## config.mk

```make
export PLATFORM = sky130hd
export DESIGN_NAME = ts_packet_tx_flat
export DESIGN_NICKNAME = d
export VERILOG_FILES = /design/src/rtl/ts_packet_tx_if.sv /design/src/rtl/ts_packet_tx.sv /design/src/flat_wrapper.sv
export SDC_FILE = /design/constraint.sdc
export NUM_CORES = 2
export LEC_CHECK = 0
export CORE_MARGIN = 1
export CORE_UTILIZATION = 25
export CTS_CLUSTER_DIAMETER = 30
export DETAILED_ROUTE_END_ITERATION = 7
export GPL_TIMING_DRIVEN = 0
export PLACE_DENSITY = 0.39
export SLEW_MARGIN = 20
export SYNTH_ARGS = -nofsm -noshare
export SYNTH_HDL_FRONTEND = slang
export SYNTH_MEMORY_MAX_BITS = 65536
export SYNTH_SLANG_ARGS = --single-unit
```

## constraint.sdc

```tcl
create_clock -name clk -period 3.7 [get_ports clk]
set_input_delay 0.37 -clock clk [delete_from_list [all_inputs] [get_ports clk]]
set_output_delay 0.37 -clock clk [all_outputs]
set_load 0.01 [all_outputs]
```

## src/rtl/ts_packet_tx_if.sv

```systemverilog
`timescale 1ns/1ps
`default_nettype none
// ============================================================================
// Module   : ts_packet_tx_if
// Brief    : Payload input handshake and TS byte output bundle for ts_packet_tx
// Revision : 1.0
// ============================================================================
interface ts_packet_tx_if;
  logic [7:0] in_byte;
  logic       in_start;
  logic       in_valid;
  logic       in_ready;
  logic [7:0] byte_out;
  logic       byte_valid;
  logic       sop;
  logic       null_pkt;

  modport master (
    output in_byte, in_start, in_valid,
    input  in_ready, byte_out, byte_valid, sop, null_pkt
  );

  modport slave (
    input  in_byte, in_start, in_valid,
    output in_ready, byte_out, byte_valid, sop, null_pkt
  );
endinterface
`default_nettype wire

```

## src/rtl/ts_packet_tx.sv

```systemverilog
`timescale 1ns/1ps
`default_nettype none
// ============================================================================
// Module   : ts_packet_tx
// Brief    : MPEG2-TS packetiser with payload FIFO and null-packet stuffing
// Revision : 1.0
// ============================================================================
module ts_packet_tx #(
  parameter logic [12:0] PID        = 13'h0100,
  parameter int          FIFO_DEPTH = 512,
  parameter bit          NULL_EN    = 1'b1
) (
  input  wire                          clk,
  input  wire                          rst,
  input  wire                          tx_en,
  output logic [$clog2(FIFO_DEPTH):0]  fifo_level,
  ts_packet_tx_if.slave                bus
);

  localparam int                  c_ADDR_W      = $clog2(FIFO_DEPTH);
  localparam logic [c_ADDR_W:0]   c_LVL_FULL    = (c_ADDR_W+1)'(FIFO_DEPTH);
  localparam logic [c_ADDR_W:0]   c_LVL_PAYLOAD = (c_ADDR_W+1)'(184);
  localparam logic [c_ADDR_W:0]   c_LVL_ONE     = (c_ADDR_W+1)'(1);
  localparam logic [c_ADDR_W-1:0] c_PTR_ONE     = c_ADDR_W'(1);
  localparam logic [7:0]          c_SYNC        = 8'h47;
  localparam logic [7:0]          c_LAST        = 8'd187;

  typedef enum logic [1:0] {
    S_IDLE = 2'd0,
    S_HDR  = 2'd1,
    S_DATA = 2'd2,
    S_NULL = 2'd3
  } state_t;

  state_t                r_state, w_state_nxt;
  logic [8:0]            r_mem [FIFO_DEPTH];
  logic [c_ADDR_W-1:0]   r_wptr, r_rptr;
  logic [c_ADDR_W:0]     r_level;
  logic [7:0]            r_bcnt, w_bcnt_nxt;
  logic                  r_is_null, w_is_null_nxt;
  logic [3:0]            r_cc, w_cc_nxt;
  logic                  w_emit, w_sop, w_pop, w_push, w_null_pkt_nxt;
  logic [7:0]            w_byte;
  logic [8:0]            w_head;
  logic [7:0]            r_byte_out;
  logic                  r_byte_valid, r_sop, r_null_pkt;

  assign w_head       = r_mem[r_rptr];
  assign bus.in_ready = rst && (r_level < c_LVL_FULL);
  assign w_push       = bus.in_valid && bus.in_ready;
  assign fifo_level   = r_level;

  // Payload storage: {in_start, in_byte}; no reset needed on the array itself
  always_ff @(posedge clk) begin
    if (w_push) begin
      r_mem[r_wptr] <= {bus.in_start, bus.in_byte};
    end
  end

  always_ff @(posedge clk or negedge rst) begin
    if (!rst) begin
      r_wptr  <= '0;
      r_rptr  <= '0;
      r_level <= '0;
    end else begin
      if (w_push) begin
        r_wptr <= r_wptr + c_PTR_ONE;
      end
      if (w_pop) begin
        r_rptr <= r_rptr + c_PTR_ONE;
      end
      if (w_push && !w_pop) begin
        r_level <= r_level + c_LVL_ONE;
      end else if (w_pop && !w_push) begin
        r_level <= r_level - c_LVL_ONE;
      end
    end
  end

  always_ff @(posedge clk or negedge rst) begin
    if (!rst) begin
      r_state   <= S_IDLE;
      r_bcnt    <= '0;
      r_is_null <= 1'b0;
      r_cc      <= '0;
    end else begin
      r_state   <= w_state_nxt;
      r_bcnt    <= w_bcnt_nxt;
      r_is_null <= w_is_null_nxt;
      r_cc      <= w_cc_nxt;
    end
  end

  always_comb begin
    w_state_nxt   = r_state;
    w_bcnt_nxt    = r_bcnt;
    w_is_null_nxt = r_is_null;
    w_cc_nxt      = r_cc;
    w_emit        = 1'b0;
    w_sop         = 1'b0;
    w_pop         = 1'b0;
    w_byte        = 8'h00;
    if (tx_en) begin
      case (r_state)
        S_IDLE: begin
          // Packet type is fixed here for the whole 188 bytes
          if ((r_level >= c_LVL_PAYLOAD) || NULL_EN) begin
            w_is_null_nxt = (r_level < c_LVL_PAYLOAD);
            w_emit        = 1'b1;
            w_sop         = 1'b1;
            w_byte        = c_SYNC;
            w_bcnt_nxt    = 8'd1;
            w_state_nxt   = S_HDR;
          end
        end
        S_HDR: begin
          w_emit     = 1'b1;
          w_bcnt_nxt = r_bcnt + 8'd1;
          case (r_bcnt)
            8'd1:    w_byte = r_is_null ? 8'h1F : {1'b0, w_head[8], 1'b0, PID[12:8]};
            8'd2:    w_byte = r_is_null ? 8'hFF : PID[7:0];
            default: begin
              w_byte      = r_is_null ? 8'h10 : {4'b0001, r_cc};
              w_state_nxt = r_is_null ? S_NULL : S_DATA;
            end
          endcase
        end
        S_DATA, S_NULL: begin
          w_emit = 1'b1;
          w_pop  = (r_state == S_DATA);
          w_byte = (r_state == S_DATA) ? w_head[7:0] : 8'hFF;
          if (r_bcnt == c_LAST) begin
            w_bcnt_nxt  = 8'd0;
            w_state_nxt = S_IDLE;
            if (r_state == S_DATA) begin
              w_cc_nxt = r_cc + 4'd1;
            end
          end else begin
            w_bcnt_nxt = r_bcnt + 8'd1;
          end
        end
        default: w_state_nxt = S_IDLE;
      endcase
    end
  end

  // null_pkt holds across tx_en gaps until the last byte of the packet
  assign w_null_pkt_nxt = w_emit ? w_is_null_nxt : ((r_state != S_IDLE) && r_is_null);

  always_ff @(posedge clk or negedge rst) begin
    if (!rst) begin
      r_byte_out   <= 8'h00;
      r_byte_valid <= 1'b0;
      r_sop        <= 1'b0;
      r_null_pkt   <= 1'b0;
    end else begin
      r_byte_out   <= w_emit ? w_byte : 8'h00;
      r_byte_valid <= w_emit;
      r_sop        <= w_sop;
      r_null_pkt   <= w_null_pkt_nxt;
    end
  end

  assign bus.byte_out   = r_byte_out;
  assign bus.byte_valid = r_byte_valid;
  assign bus.sop        = r_sop;
  assign bus.null_pkt   = r_null_pkt;

endmodule
`default_nettype wire

```

## src/flat_wrapper.sv

```systemverilog
// flat-port wrapper written by rule: the top's interface ports become plain ports
module ts_packet_tx_flat 
#(
  parameter logic [12:0] PID        = 13'h0100,
  parameter int          FIFO_DEPTH = 512,
  parameter bit          NULL_EN    = 1'b1
)
  (clk, rst, tx_en, fifo_level, bus_in_byte, bus_in_start, bus_in_valid, bus_in_ready, bus_byte_out, bus_byte_valid, bus_sop, bus_null_pkt);
  ts_packet_tx_if bus_i ();
  input  wire clk;
  input  wire rst;
  input  wire tx_en;
  output logic [$clog2(FIFO_DEPTH):0] fifo_level;
  input wire logic [$bits(bus_i.in_byte)-1:0] bus_in_byte;
  input wire logic [$bits(bus_i.in_start)-1:0] bus_in_start;
  input wire logic [$bits(bus_i.in_valid)-1:0] bus_in_valid;
  output wire logic [$bits(bus_i.in_ready)-1:0] bus_in_ready;
  output wire logic [$bits(bus_i.byte_out)-1:0] bus_byte_out;
  output wire logic [$bits(bus_i.byte_valid)-1:0] bus_byte_valid;
  output wire logic [$bits(bus_i.sop)-1:0] bus_sop;
  output wire logic [$bits(bus_i.null_pkt)-1:0] bus_null_pkt;
  assign bus_i.in_byte = bus_in_byte;
  assign bus_i.in_start = bus_in_start;
  assign bus_i.in_valid = bus_in_valid;
  assign bus_in_ready = bus_i.in_ready;
  assign bus_byte_out = bus_i.byte_out;
  assign bus_byte_valid = bus_i.byte_valid;
  assign bus_sop = bus_i.sop;
  assign bus_null_pkt = bus_i.null_pkt;
  ts_packet_tx #(.PID(PID), .FIFO_DEPTH(FIFO_DEPTH), .NULL_EN(NULL_EN)) u_core (.clk(clk), .rst(rst), .tx_en(tx_en), .fifo_level(fifo_level), .bus(bus_i));
endmodule
```

* Word-level counts from Yosys, hierarchy flattened
Memory sizes are Yosys's and may differ from the RTL's. Index checks and enable logic that the tools add are counted.
Word-level totals: bits in registers 54, bits in writable memories 4608, output and inout bits 22, word-level logic and storage cells 70, memories 1
Operators by class: add/sub/neg operators 6, order comparisons 2, equal/unequal tests 8, muxes and demuxes 27, reduce and logical (&&, ||, !) cells 15
Memories:
- u_core.r_mem | words 512, bits a word 9, read ports 1, clocked after memory_dff 0, wr ports 1, RTL line ts_packet_tx.sv:36 | logic [8:0] r_mem [FIFO_DEPTH];
Operators with widths (number):
- one-hot mux 8 bit (3 select lines) | 2
- 2-to-1 mux 8 bit | 5
- 2-to-1 mux 10 bit | 2
- adder 9 x 1 -> 9 bit, second input constant | 2
- one-hot mux 8 bit (2 select lines) | 1
- 2-to-1 mux 1 bit | 12
- adder 10 x 1 -> 10 bit, second input constant | 1
- < comparator 10 bit, second input constant | 1
- < comparator 10 x 8 -> 1 bit, second input constant | 1
- subtractor 10 x 1 -> 10 bit, second input constant | 1
- adder 8 x 1 -> 8 bit, second input constant | 1
- == test 8 x 1 -> 1 bit, second input constant | 1
- == test 8 x 2 -> 1 bit, second input constant | 1
- == test 8 bit, second input constant | 1
- 2-to-1 mux 7 bit | 1
- one-hot mux 2 bit (3 select lines) | 1
- logical AND 1 bit | 5
- adder 4 x 1 -> 4 bit, second input constant | 1
- == test 2 bit, second input constant | 2
- 2-to-1 mux 2 bit | 2
- 2-to-1 mux 4 bit | 1
- AND reduction 4 bit | 1
- nonzero test 2 bit | 2
- OR reduction 2 bit | 2
- 7 further kinds | 8

* Longest topological paths before layout
word-level depth 7, gate-level depth with buffers 15, depth with buffers taken out 14

* Worst setup path before layout
Ideal clock, no wire load.
path type flip-flop to flip-flop, start register u_core.r_state[1], end register u_core.r_level[9] (netlist: u_core.fifo_level[9]), arrival 3.131 ns, slack 0.442 ns, cell stages (with the launch flop) 16, buffers on the path 1, period minus slack after synthesis 3.258 ns, cells stage by stage dfrtp_1 > nor2b_1 > and2_1 > clkbuf_1 > inv_1 > ha_1 > inv_1 > ha_1 > a21o_1 > a21oi_1 > o21bai_1 > a2111o_1 > a41oi_1 > xnor2_1 > nor2_1 > xor2_1
On the way: word-level cells in the longest chain between the ends 7, elaborated cells on any way between the ends 10, those cells by class eq/ne: 2; mux: 3; reduce/logical: 5
Ends and longest elaborated chain:
- start: declaration | RTL line ts_packet_tx.sv:35 | state_t r_state, w_state_nxt;
- start signal: assignment | RTL line ts_packet_tx.sv:87 | r_state <= w_state_nxt;
- == test 2 bit (on tied branches) | RTL line ts_packet_tx.sv:104, ts_packet_tx.sv:130
- OR reduction 2 bit | RTL line ts_packet_tx.sv:104 | case (r_state)
- 2-to-1 mux 1 bit (*) | RTL line ts_packet_tx.sv:104
- 2-to-1 mux 1 bit (*) | RTL line ts_packet_tx.sv:103 | if (tx_en) begin
- zero test 1 bit | RTL line ts_packet_tx.sv:72 | if (w_push && !w_pop) begin
- logical AND 1 bit | RTL line ts_packet_tx.sv:72
- 2-to-1 mux 10 bit / nonzero test 2 bit (equally long branches)
- end signal: assignment | RTL line ts_packet_tx.sv:73 | r_level <= r_level + c_LVL_ONE;
- end signal: assignment | RTL line ts_packet_tx.sv:75 | r_level <= r_level - c_LVL_ONE;
- end: declaration | RTL line ts_packet_tx.sv:38 | logic [c_ADDR_W:0] r_level;
Mark *: on every way between the ends. The rest lies on a longest branch, timed or not. A chain may end at the register's enable or synchronous reset.

* Worst setup path in the final report
start register u_core.r_rptr[3], end register u_core.r_byte_out[6] (netlist: u_core.bus.byte_out[6])
On the way: word-level cells in the longest chain between the ends 6, elaborated cells on any way between the ends 7, those cells by class mux: 6; memory: 1
Ends and longest elaborated chain:
- start: declaration | RTL line ts_packet_tx.sv:37 | logic [c_ADDR_W-1:0] r_wptr, r_rptr;
- start signal: assignment | RTL line ts_packet_tx.sv:70 | r_rptr <= r_rptr + c_PTR_ONE;
- memory read (512 x 9 bit) (*)
- 2-to-1 mux 7 bit | RTL line ts_packet_tx.sv:120 | 8'd1: w_byte = r_is_null ? 8'h1F : {1'b0, w_head[8], 1'b0, PID[12:8]};
- one-hot mux 8 bit (2 select lines) | RTL line ts_packet_tx.sv:119 | case (r_bcnt)
- one-hot mux 8 bit (3 select lines) (*) | RTL line ts_packet_tx.sv:104
- 2-to-1 mux 8 bit (*) | RTL line ts_packet_tx.sv:103
- 2-to-1 mux 8 bit (*) | RTL line ts_packet_tx.sv:157 | r_byte_out <= w_emit ? w_byte : 8'h00;
- end signal: assignment | RTL line ts_packet_tx.sv:157
- end: declaration | RTL line ts_packet_tx.sv:45 | logic [7:0] r_byte_out;
Marks and branches as above.

==> flow_summary.json <==
{
  "status": "finished, violations left",
  "violations": "setup timing",
  "fin_area_um2": 252000,
  "clk_pin_slew_worst_paths_ns": 0.05,
  "grt_pass1_wl_um": 1270000,
  "placed_cell_area_um2": 200000,
  "path_max_fanout": 10,
  "die_h_um": 852,
  "slew_headroom_pct": 15.6,
  "synthFlopType": "edfxtp_1",
  "num_rows": 312,
  "ctsHtreeMaxLevel": 7,
  "synth-edff-count": 4608,
  "synth_cell_type_count": 73,
  "routed_wl_um": 1050000,
  "slowest_stage": "o21ai_0",
  "finalSetupViolCount": 309,
  "final_common_cell": "edfxtp_1",
  "synthArstFlopShare_pct": 1.16,
  "vdd_ir_drop_max_mv": 0.753,
  "hold_violations": 0,
  "dr.pass1.iters": 6,
  "grt_pass1_vias": 105375,
  "final_cell_mix": "edfxtp_1 (4608), mux4_2 (1305), clkbuf_16 (1255)",
  "drtAntennaViolNets": 0,
  "cts_inserted_buffers": 1216,
  "routedWlPerCell_um": 51.3,
  "critPathArrivalTime_ns": 5.85,
  "finalCriticalPeriod_ns": 4.75,
  "path_cells": "buf_4 > buf_12 > nor2_2 > buf_8 > nand2_1 > o21ai_0 > a211oi_1 > a211oi_1 > nor4b_4 > or3_1 > o31ai_2 > buf_4",
  "dp_hpwl_um": 693000,
  "drive_gt1_share_pct": 45.3,
  "drc": 0,
  "portBuffers": 34,
  "routed_via_density": 5.62,
  "syn_area_per_cell_um2": 22.8,
  "slew_viol_final": 0,
  "max_freq_ghz": 0.211,
  "skew_ns": 0.0743,
  "stdcell_count": 20488,
  "grt_max_degree": 121,
  "synth_seq_cells": 4662,
  "cp-start-kind": "register",
  "clock_latency_ns": 1.22,
  "worstPathRequired_ns": 4.81,
  "p_leak_uw": 0.0815,
  "ios": 35,
  "die_x_um": 852,
  "powerDensity_nw_per_um2": 1030,
  "grtUsageTotal_pct": 28.2,
  "clock_sinks": 4662,
  "drt_iter0_markers": 21507,
  "die_area_um2": 727000,
  "max-cap-violations": 0,
  "dr_total_vias": 115126,
  "ys.warnings.count": 0,
  "cp_num_buf_inv": 4,
  "netlist_instances": 7947,
  "syn_to_final_growth_pct": 39.3,
  "synth_area_um2": 181000,
  "critical-path-top-delay-family": "simple AND/OR/NAND/NOR gates",
  "worstHoldPathType": "primary input to register",
  "worst_pin_slew_ns": 1.26,
  "dp.cells": 17817,
  "mappedNetlistNets": 7979,
  "rsz0062_at_grt": "yes",
  "cts_tree": "done",
  "cts_buffer_depth": 5,
  "crit_path_end_kind": "register",
  "seq_area_frac_synth_pct": 77.3,
  "period_share_pct": 128,
  "setup_slack_ns": -1.05,
  "grt_overflow": 0,
  "initial_core_util_pct": 25.1,
  "criticalPathCategory": "register to register",
  "cts_root_buf": "clkbuf_16",
  "slowest_delay_ns": 0.73,
  "grt_antenna_before_repair": 193,
  "gp_congestion": 0.982,
  "nets": 9934,
  "coreArea_um2": 721000
}
[path summary, 6_finish.rpt]
path                             startpoint                      to  slack [ns]  depth (start not counted)
setup / recovery           u_core.r_rptr[3]  u_core.bus.byte_out[6]       -1.05                         12
hold / removal               bus_in_byte[6]    u_core.r_mem[196][6]        0.04                          2
setup reg to reg           u_core.r_rptr[3]  u_core.bus.byte_out[6]       -1.05                         12
hold reg to reg              u_core.r_cc[3]          u_core.r_cc[3]        0.50                          1
max in group asynchronous               rst        u_core.r_wptr[6]        2.74                          6
min in group asynchronous               rst        u_core.r_bcnt[0]        0.35                          5
[cells by family (layout without fill, tap and decap cells)]
logic type,after synthesis,count (layout),share of synthesized area [%]
muxes,1496,1496,17.4
other,0,135,0
buffers and inverters,502,3331,1.58
adders and majority gates,19,19,0.136
xor gates and xnor gates,31,31,0.150
AOI/OAI and AO/OA,396,396,1.52
and+or+nand+nor,841,841,1.92
DFF,4662,4662,77.3
[per-layer routing]
| layer | vias up | GRT usage, % | share of wire (%) |
|---|---|---|---|
| li1 | 38471 | - | - |
| met1 | 63092 | 34.2 | 36 |
| met2 | 10741 | 39.7 | 42 |
| met3 | 2782 | 11.6 | 13 |
| met4 | 40 | 22.3 | 8.9 |
| met5 | - | 0.0459 | 0.030 |
[synthesized netlist by cell type, drive strengths merged (4+ instances only)]
master / instances / area, µm²
edfxtp: 4608 / 138000
mux4: 1314 / 29600
nor2: 554 / 2080
buf: 290 / 2070
clkbuf: 186 / 699
mux2i: 169 / 1690
nand2: 150 / 563
a22oi: 76 / 571
o21ai: 68 / 340
a21oi: 56 / 280
dfrtp: 54 / 1350
o22ai: 45 / 282
a221oi: 35 / 307
nand3: 30 / 150
inv: 24 / 90.1
xnor2: 24 / 210
a211oi: 22 / 165
nor3: 21 / 105
o221ai: 20 / 175
ha: 18 / 225
nor2b: 18 / 113
a22o: 17 / 149
mux2: 13 / 146
nand4: 13 / 81.3
nand2b: 9 / 56.3
and3: 8 / 50.1
a31oi: 7 / 43.8
and2: 7 / 43.8
nor3b: 7 / 52.6
o211ai: 7 / 52.6
xor2: 7 / 61.3
a2111oi: 6 / 58.8
nor4: 5 / 31.3
a21o: 4 / 30.0
o2111ai: 4 / 35.0
o31ai: 4 / 30.0
or3: 4 / 25.0
[what timing repair did]
action,CTS,global route
buffers inserted,349,85
hold buffers,14,0
resized for setup,1184,426
cloned,2,1
endpoints found under the hold margin,1480,0
setup endpoints to repair,4221,4358
pin swaps,27,31
[layout make-up]
type                       instances  area, µm²
buffer                           469       7210
clock inverter                   678       7680
sequential                      4662     140000
fill                           66511     469000
timing repair buffer             744      11200
clock buffer                    1414      31800
antenna                          135        338
multi-input combinational       2783      41800
tap                             9577      12000
inverter                          26        121
[report_power, final]
part	leakage (µW)	switching, µW	total [µW]	internal [µW]
combinational	0.0204	65500	96500	31000
sequential	0.0421	433	58900	58500
clock	0.0191	31900	103000	71300
total	0.0815	97900	259000	161000
[flip-flops by register name, indices dropped and copies added, names as in the netlist]
signal	cells
u_core.fifo_level	10
u_core.bus.byte_out	8
u_core.r_mem	4608
u_core.r_is_null	1
u_core.r_wptr	9
u_core.bus.sop	1
u_core.r_rptr	9
u_core.bus.null_pkt	1
u_core.r_state	2
u_core.r_bcnt	8
u_core.r_cc	4
u_core.bus.byte_valid	1
[metrics by stage]
stage          power [µW]  setup TNS [ns]  hold slack, ns  worst slack (ns)  util, %
6_report           259000          -17.47          0.0433             -1.05     34.9
5_1_grt            257000           -7.15          0.0677            -0.750     34.9
4_1_cts            253000        -1254.44         0.00994            -0.657     34.5
3_5_place_dp       137000        -3566.93           0.329             -3.41     27.7
3_3_place_gp       135000               -           0.491            -14.93     26.8
2_1_floorplan       85200               0          0.0744             0.442        -
No activity file was read; power rests on OpenSTA's default activity.
